==> config.mk <==
export PLATFORM = sky130hd
export DESIGN_NAME = pipe_stage_buf
export DESIGN_NICKNAME = d
export VERILOG_FILES = /design/src/rtl/pipe_pkg.sv /design/src/rtl/pipe_stage_buf.sv
export SDC_FILE = /design/constraint.sdc
export NUM_CORES = 1
export LEC_CHECK = 0
export ABC_AREA = 1
export ABC_CLOCK_PERIOD_IN_PS = 8500
export BUFFER_PORTS_ARGS = -buffer_cell sky130_fd_sc_hd__buf_2
export CAP_MARGIN = 20
export CORE_MARGIN = 2
export CORE_UTILIZATION = 56
export CTS_BUF_LIST = sky130_fd_sc_hd__clkbuf_2 sky130_fd_sc_hd__clkbuf_4 sky130_fd_sc_hd__clkbuf_8
export DETAILED_ROUTE_END_ITERATION = 16
export PLACE_DENSITY = 0.88
export SLEW_MARGIN = 30
export SYNTH_ARGS = -nofsm -noshare
export SYNTH_HDL_FRONTEND = slang
export SYNTH_SLANG_ARGS = --single-unit
==> constraint.sdc <==
create_clock -name clk -period 8.5 [get_ports clk]
set_input_delay 0 -clock clk [delete_from_list [all_inputs] [get_ports clk]]
set_output_delay 0 -clock clk [all_outputs]
set_load 0.01 [all_outputs]
==> src/rtl/pipe_pkg.sv <==
// Shared types for the pipeline-stage buffers: stage occupancy state,
// control/data layouts and default field widths per stage boundary.
package pipe_pkg;

  // Stage occupancy; the encoding equals the number of held entries.
  typedef enum logic [1:0] {
    EMPTY = 2'd0,
    ONE   = 2'd1,
    FULL  = 2'd2
  } stage_state_e;

  // Control bits shared by every boundary; hlt is the MSB, we is bit 2.
  typedef struct packed {
    logic hlt;
    logic mov_sel;
    logic we;
    logic pc_sel;
    logic mem_sel;
  } stage_ctrl_t;

  typedef struct packed {
    logic [31:0] instr;
    logic [21:0] pc;
  } if_id_data_t;

  typedef struct packed {
    logic [4:0]  dst_reg;
    logic [31:0] rs1;
    logic [31:0] rs2;
    logic [31:0] imm;
    logic [21:0] pc;
  } id_ex_data_t;

  typedef struct packed {
    logic [4:0]  dst_reg;
    logic [31:0] mov;
    logic [31:0] alu;
    logic [31:0] rd;
    logic [21:0] pc;
  } ex_mem_data_t;

  typedef struct packed {
    logic [4:0]  dst_reg;
    logic [31:0] wdata;
    logic [21:0] pc;
  } mem_wb_data_t;

  localparam int STAGE_CTRL_W  = $bits(stage_ctrl_t);

  localparam int IF_ID_CTRL_W  = STAGE_CTRL_W;
  localparam int ID_EX_CTRL_W  = STAGE_CTRL_W;
  localparam int EX_MEM_CTRL_W = STAGE_CTRL_W;
  localparam int MEM_WB_CTRL_W = STAGE_CTRL_W;

  localparam int IF_ID_DATA_W  = $bits(if_id_data_t);
  localparam int ID_EX_DATA_W  = $bits(id_ex_data_t);
  localparam int EX_MEM_DATA_W = $bits(ex_mem_data_t);
  localparam int MEM_WB_DATA_W = $bits(mem_wb_data_t);

  // True when a control word cannot cause any architectural side effect.
  function automatic logic ctrl_is_bubble(input stage_ctrl_t c);
    return (c == '0);
  endfunction

endpackage

==> src/rtl/pipe_stage_buf.sv <==
// Elastic pipeline-stage register with valid/ready handshake, flush and
// bubble gating of the control field. SKID=0 is a single entry with
// combinational ready; SKID=1 is a two-entry skid buffer with ready taken
// straight from the occupancy state flop.
module pipe_stage_buf
  import pipe_pkg::*;
#(
  parameter int CTRL_W = STAGE_CTRL_W,
  parameter int DATA_W = EX_MEM_DATA_W,
  parameter int SKID   = 1
) (
  input  logic              clk,
  input  logic              rst,
  input  logic              flush,
  input  logic              in_valid,
  output logic              in_ready,
  input  logic [CTRL_W-1:0] in_ctrl,
  input  logic [DATA_W-1:0] in_data,
  output logic              out_valid,
  input  logic              out_ready,
  output logic [CTRL_W-1:0] out_ctrl,
  output logic [DATA_W-1:0] out_data,
  output logic [1:0]        occ
);

  if (SKID == 0) begin : g_single

    logic              r_valid;
    logic [CTRL_W-1:0] r_ctrl;
    logic [DATA_W-1:0] r_data;
    logic              w_in_ready;
    logic              w_accept;
    logic              w_issue;

    assign w_in_ready = ~r_valid | out_ready;
    assign w_accept   = in_valid & w_in_ready;
    assign w_issue    = r_valid & out_ready;

    // Occupancy flag: an accept refills the slot even while it issues.
    always_ff @(posedge clk) begin
      if (rst)           r_valid <= 1'b0;
      else if (flush)    r_valid <= 1'b0;
      else if (w_accept) r_valid <= 1'b1;
      else if (w_issue)  r_valid <= 1'b0;
    end

    // Payload capture; a flushed accept never lands, data holds on flush.
    always_ff @(posedge clk) begin
      if (rst) begin
        r_ctrl <= '0;
        r_data <= '0;
      end else if (w_accept && !flush) begin
        r_ctrl <= in_ctrl;
        r_data <= in_data;
      end
    end

    assign in_ready  = w_in_ready;
    assign out_valid = r_valid;
    assign out_ctrl  = r_valid ? r_ctrl : '0;
    assign out_data  = r_data;
    assign occ       = {1'b0, r_valid};

  end else begin : g_skid

    stage_state_e      r_state;
    stage_state_e      w_state_nxt;
    logic [CTRL_W-1:0] r_main_ctrl;
    logic [DATA_W-1:0] r_main_data;
    logic [CTRL_W-1:0] r_skid_ctrl;
    logic [DATA_W-1:0] r_skid_data;
    logic              w_in_ready;
    logic              w_out_valid;
    logic              w_accept;
    logic              w_issue;
    logic              w_load_main_in;
    logic              w_load_main_skid;
    logic              w_load_skid;

    // Ready depends only on the state flop, so out_ready never reaches it.
    assign w_in_ready  = (r_state != FULL);
    assign w_out_valid = (r_state != EMPTY);
    assign w_accept    = in_valid & w_in_ready;
    assign w_issue     = w_out_valid & out_ready;

    // Next occupancy and which register loads from where.
    always_comb begin
      w_state_nxt      = r_state;
      w_load_main_in   = 1'b0;
      w_load_main_skid = 1'b0;
      w_load_skid      = 1'b0;
      case (r_state)
        EMPTY: begin
          if (w_accept) begin
            w_state_nxt    = ONE;
            w_load_main_in = 1'b1;
          end
        end
        ONE: begin
          case ({w_accept, w_issue})
            2'b11: w_load_main_in = 1'b1;
            2'b10: begin
              w_state_nxt = FULL;
              w_load_skid = 1'b1;
            end
            2'b01: w_state_nxt = EMPTY;
            default: w_state_nxt = ONE;
          endcase
        end
        FULL: begin
          if (w_issue) begin
            w_state_nxt      = ONE;
            w_load_main_skid = 1'b1;
          end
        end
        default: w_state_nxt = EMPTY;
      endcase
      if (flush) begin
        w_state_nxt      = EMPTY;
        w_load_main_in   = 1'b0;
        w_load_main_skid = 1'b0;
        w_load_skid      = 1'b0;
      end
    end

    // Occupancy state register.
    always_ff @(posedge clk) begin
      if (rst) r_state <= EMPTY;
      else     r_state <= w_state_nxt;
    end

    // Main entry: refilled from the input or promoted from the skid entry.
    always_ff @(posedge clk) begin
      if (rst) begin
        r_main_ctrl <= '0;
        r_main_data <= '0;
      end else if (w_load_main_in) begin
        r_main_ctrl <= in_ctrl;
        r_main_data <= in_data;
      end else if (w_load_main_skid) begin
        r_main_ctrl <= r_skid_ctrl;
        r_main_data <= r_skid_data;
      end
    end

    // Skid entry catches the word that arrives while main is stalled.
    always_ff @(posedge clk) begin
      if (w_load_skid) begin
        r_skid_ctrl <= in_ctrl;
        r_skid_data <= in_data;
      end
    end

    assign in_ready  = w_in_ready;
    assign out_valid = w_out_valid;
    assign out_ctrl  = w_out_valid ? r_main_ctrl : '0;
    assign out_data  = r_main_data;
    assign occ       = r_state;

  end

endmodule

# After elaboration in Yosys (flattened, before gate mapping)
# Cells that the tools add are included.
# classes
n_eq_ne	9
mux	19
n_bitwise	2
reduce_logical	5
# ops
cell	count
two-way mux 123 bit	2
two-way mux 5 bit	3
case mux 2 bit (3 select lines)	2
two-way mux 1 bit	9
!= test 2 bit (second input constant)	4
equality test 2 bit (second input constant)	3
equality test 2 x 1 -> 1 bit (second input constant)	2
two-way mux 2 bit	2
nonzero test 2 bit	2
AND reduction 3 bit	1
AND 1 bit	2
logical NOT 2 bit	1
case mux 1 bit (2 select lines)	1
OR reduction 2 bit	1
# word_totals
register_bits	258
inputBits	133
output_inout_bits	132
wordCells	40

# Depth between registers and ports, before layout
# logic_depth
depth_word	7
mapped_depth	13
depth_no_buf	10

# Worst setup path after synthesis
# OpenSTA, ideal clock, no wires.
# synth_path
path_type	register -> register
from	register g_skid.r_state[0] (netlist: occ[0])
to	register g_skid.r_skid_ctrl[0] (enable)
setup_ns	0.617
arrival_time_ns	6.563
required_ns	7.883
path_slack_ns	1.320
path_stages_with_launch	7
path_buffers	1
period_less_slack_ns	7.180
path_cell_list	dfxtp_1 -> nor2_2 -> clkbuf_1 -> nor2_1 -> ha_1 -> nand3_1 -> nor2_1
# synth_between
elab_chain_cells	6
word_cells_on_any_way	9
cone_classes	eq/ne (3); mux (3); bitwise (2); reduce/logical (1)
# synth_rtl
item	line_no	text
from (decl)	pipe_stage_buf.sv:66	stage_state_e r_state;
from (signal assigned)	pipe_stage_buf.sv:129	else r_state <= w_state_nxt;
!= test 2 bit or nonzero test 2 bit (tied branches)	pipe_stage_buf.sv:81, pipe_stage_buf.sv:82	
AND 1 bit (on tied branches)	pipe_stage_buf.sv:83, pipe_stage_buf.sv:84	
equality test 2 bit	pipe_stage_buf.sv:100	case ({w_accept, w_issue})
two-way mux 1 bit	pipe_stage_buf.sv:100	
two-way mux 1 bit (*)	pipe_stage_buf.sv:92	case (r_state)
two-way mux 1 bit (*)	pipe_stage_buf.sv:118	if (flush) begin
net g_skid.w_load_skid	pipe_stage_buf.sv:78	logic w_load_skid;
to (signal assigned)	pipe_stage_buf.sv:149	r_skid_ctrl <= in_ctrl;
to (decl)	pipe_stage_buf.sv:70	logic [CTRL_W-1:0] r_skid_ctrl;
# Mark *: on every way through the listed nets, which the timed path passes. The rest lies on a longest branch.
# A chain may end at the register's enable or synchronous reset.

# Final worst setup path
# layout_path
from	register g_skid.r_state[0] (netlist: occ[0])
to	register g_skid.r_main_data[102] (netlist: out_data[102])
# layout_between
elab_chain_cells	7
word_cells_on_any_way	17
cone_classes	eq/ne (4); mux (8); bitwise (2); reduce/logical (3)
# layout_rtl
item	line_no	text
!= test 2 bit or nonzero test 2 bit (tied branches)	pipe_stage_buf.sv:81, pipe_stage_buf.sv:82	
AND 1 bit (on tied branches)	pipe_stage_buf.sv:83, pipe_stage_buf.sv:84	
equality test 2 bit	pipe_stage_buf.sv:100	
two-way mux 1 bit	pipe_stage_buf.sv:100	
case mux 1 bit (2 select lines)	pipe_stage_buf.sv:92	
two-way mux 1 bit	pipe_stage_buf.sv:118	
two-way mux 123 bit or nonzero test 2 bit (tied branches)	n/a	
to (signal assigned)	pipe_stage_buf.sv:139	r_main_data <= in_data;
to (signal assigned)	pipe_stage_buf.sv:142	r_main_data <= r_skid_data;
to (decl)	pipe_stage_buf.sv:69	logic [DATA_W-1:0] r_main_data;
# Parallel ways exist; a longest one is shown, timed or not.

==> results.py <==
metrics = {
    "run_status": {
        "status": "completed",
    },
    "hold_path": {
        "min_delay_path_depth": 5,
        "worstHoldStart": "out_ready",
        "whs_endpoint": "occ[1]$_SDFFE_PP0P_",
        "hold_class": "in2reg",
    },
    "synthesis": {
        "netlist_instances": 1306,
        "yosysSeqAreaShare_pct": 57.8,
        "syn_area_sq_mm": 0.0111,
        "synth_nets": 1441,
        "yosys_warnings": 0,
        "synth_seq_cells": 258,
        "syn_area_per_cell_sq_um": 8.53,
        "ys_types": 17,
    },
    "die": {
        "core_area_sq_mm": 0.0195,
        "fp-row-count": 51,
        "initial_core_util_pct": 57.1,
        "io_pins": 265,
        "die_area_sq_mm": 0.0210,
        "die_h_um": 145,
        "fp.dieW_um": 145,
    },
    "route": {
        "drc_errors": 0,
        "ant_nets": 0,
        "vias_per_cell": 5.64,
        "routed_wl_um": 34200,
        "drt_iter0_markers": 1077,
        "post_drt_wl_per_cell_um": 17.6,
        "vias": 10978,
        "drt-pass1-iter-count": 6,
    },
    "placed_design": {
        "hpwl_um": 17400,
        "port_buffers": 264,
        "gp_congestion": 0.848,
        "dpl_worst_slack_ns": 5.21,
    },
    "grt": {
        "grtUsageTotal_pct": 31.5,
        "antenna_found_initial": 2,
        "grt_pass1_wl_um": 54300,
        "grt_pass1_vias": 10756,
        "grt_max_degree": 113,
        "grt_overflow": 0,
    },
    "clock_tree": {
        "cts_root_buf": "clkbuf_8",
        "cts_resized": 0,
        "cts_sinks": 258,
        "path_clk_slew_ns": 0.06,
        "cts_made_buffers": 43,
        "cts_tree": "yes",
        "clk_latency_ns": 0.55,
        "h-tree-depth": 2,
        "clockBufferDepth": 3,
    },
    "worst_setup_path": {
        "end_kind": "flop",
        "r2r-start": "occ[0]$_SDFFE_PP0P_",
        "criticalPathCategory": "reg2reg",
        "cp-start-kind": "flop",
        "critical_path.max_stage_delay_ns": 0.64,
        "cp_data_arrival_time_ns": 3.59,
        "worstReg2RegEnd": "out_data[102]$_SDFFE_PP0P_",
        "path_cells": "nor2_4 > nor2_1 > ha_1 > nand3_1 > nand2_4 > nand2_4 > buf_6 > nand2_1 > nand2_1 > a21oi_1",
        "r2r_cells": 10,
        "crit_slowest_cell": "buf_6",
        "required_ns": 8.90,
        "reg2reg_slack_ns": 5.31,
        "critPathMaxFanout": 112,
    },
    "timing": {
        "max_freq_mhz": 313,
        "final.setup.tns_ns": 0,
        "finClkSkew_ns": 0.0182,
        "relSlewSlack_pct": 34.2,
        "slew_viol_final": 0,
        "worst_hold_slack_ns": 0.0732,
        "finalSetupViolCount": 0,
        "hold_violations": 0,
        "fin_ws_ns": 5.31,
        "worstMarginPinSlew_ns": 0.988,
        "finalCriticalPeriod_ns": 3.19,
        "rsz0062_at_grt": "no",
        "fin_crit_sh_pct": 37.6,
    },
    "cells_and_area": {
        "utilization_pct": 75.0,
        "mostFrequentLayoutCells": "386 x nand3_1, 263 x buf_2, 257 x nand2_1",
        "drive_gt1_share_pct": 21.4,
        "nets": 1781,
        "layout_commonest_cell": "nand3_1",
        "synthToLayoutAreaGrowth_pct": 31.5,
    },
    "power_and_ir_drop": {
        "ir_drop_mv": 0.159,
        "p_leak_uw": 0.00681,
        "totalPowerFinal_uw": 2890,
        "p_per_area_mw_per_mm2": 198,
    },
    "run": {
        "drv_cap": 0,
    },
}
[through the flow]
step                area, sq um  std cells
floorplan                 11100       1306
global placement          12400       1735
detailed placement        12400       1735
CTS                       14600       1944
global route              14600       1946
finish                    14600       1946
[cells in the mapped netlist]
| library cell | count | share of area (%) |
|---|---|---|
| dfxtp_1 | 130 | 23 |
| o21a_1 | 1 | 0.067 |
| o21ai_0 | 2 | 0.090 |
| edfxtp_1 | 128 | 34 |
| nor2_1 | 13 | 0.44 |
| clkbuf_1 | 51 | 1.7 |
| nor2_2 | 1 | 0.056 |
| inv_1 | 141 | 4.7 |
| buf_4 | 5 | 0.34 |
| buf_1 | 3 | 0.10 |
| nand3_1 | 386 | 17 |
| ha_1 | 2 | 0.22 |
| a21oi_1 | 128 | 5.7 |
| nand2_1 | 260 | 8.8 |
| nor3_1 | 1 | 0.045 |
| buf_2 | 53 | 2.4 |
| nor2_4 | 1 | 0.10 |
[cell families after synthesis]
family / count (synthesis) / synth area share, %
buffers and inverters: 253 / 9.29
flip-flops: 258 / 57.8
AO/OA/AOI/OAI: 131 / 5.91
AND/OR/NAND/NOR: 662 / 26.7
adder cells (fa/ha/maj): 2 / 0.225
[how the worst max path moves through the flow]
| stage | depth (start not counted) | from | endpoint |
|---|---|---|---|
| after floorplan | 6 | occ[0]$_SDFFE_PP0P_ | g_skid.r_skid_ctrl[0]$_DFFE_PP_ |
| after global placement | 10 | occ[0]$_SDFFE_PP0P_ | out_data[32]$_SDFFE_PP0P_ |
| after detailed placement | 10 | occ[0]$_SDFFE_PP0P_ | out_data[88]$_SDFFE_PP0P_ |
| after CTS | 9 | occ[0]$_SDFFE_PP0P_ | out_data[117]$_SDFFE_PP0P_ |
| after global routing | 10 | occ[0]$_SDFFE_PP0P_ | out_data[1]$_SDFFE_PP0P_ |
| final | 10 | occ[0]$_SDFFE_PP0P_ | out_data[102]$_SDFFE_PP0P_ |
[registers in the layout, summed over array words and instances, names as in the netlist]
name,count
occ,2
g_skid.r_main_ctrl,5
out_data,123
g_skid.r_skid_ctrl,5
g_skid.r_skid_data,123
[timing repair]
action / CTS / global route
buffers inserted: 0 / 0
endpoints found under the hold margin: 258 / 0
hold buffers: 131 / 0
[cell type report]
cell class	instances	area, sq um
antenna	2	5.00
clock buffer	72	860
clock inverter	6	33.8
fill	1244	4880
inverter	141	532
multi-input combinational	795	3700
sequential	258	6450
tap	265	332
timing repair buffer	407	2740
[power by group]
part / switching [uW] / leakage, uW / internal [uW]
Sequential: 28.9 / 0.00223 / 1360
Combinational: 218 / 0.00410 / 148
Clock: 502 / 0.000479 / 637
Total: 749 / 0.00681 / 2140
[per-layer routing]
| metal | GRT usage (%) | share of wire, % |
|---|---|---|
| met5 | 0 | 0 |
| met2 | 53.1 | 49 |
| met1 | 37.8 | 37 |
| met4 | 18.6 | 5.8 |
| met3 | 5.85 | 8.4 |
[worst max-delay path, delay by kind of cell, from the launching register on]
family,cells,cell delay [ns]
simple gates,7,1.62
buf+inv,1,0.64
flops,1,0.40
fa+ha+maj,1,0.19
compound gates,1,0.07
Power figures use the tool's default switching activity.
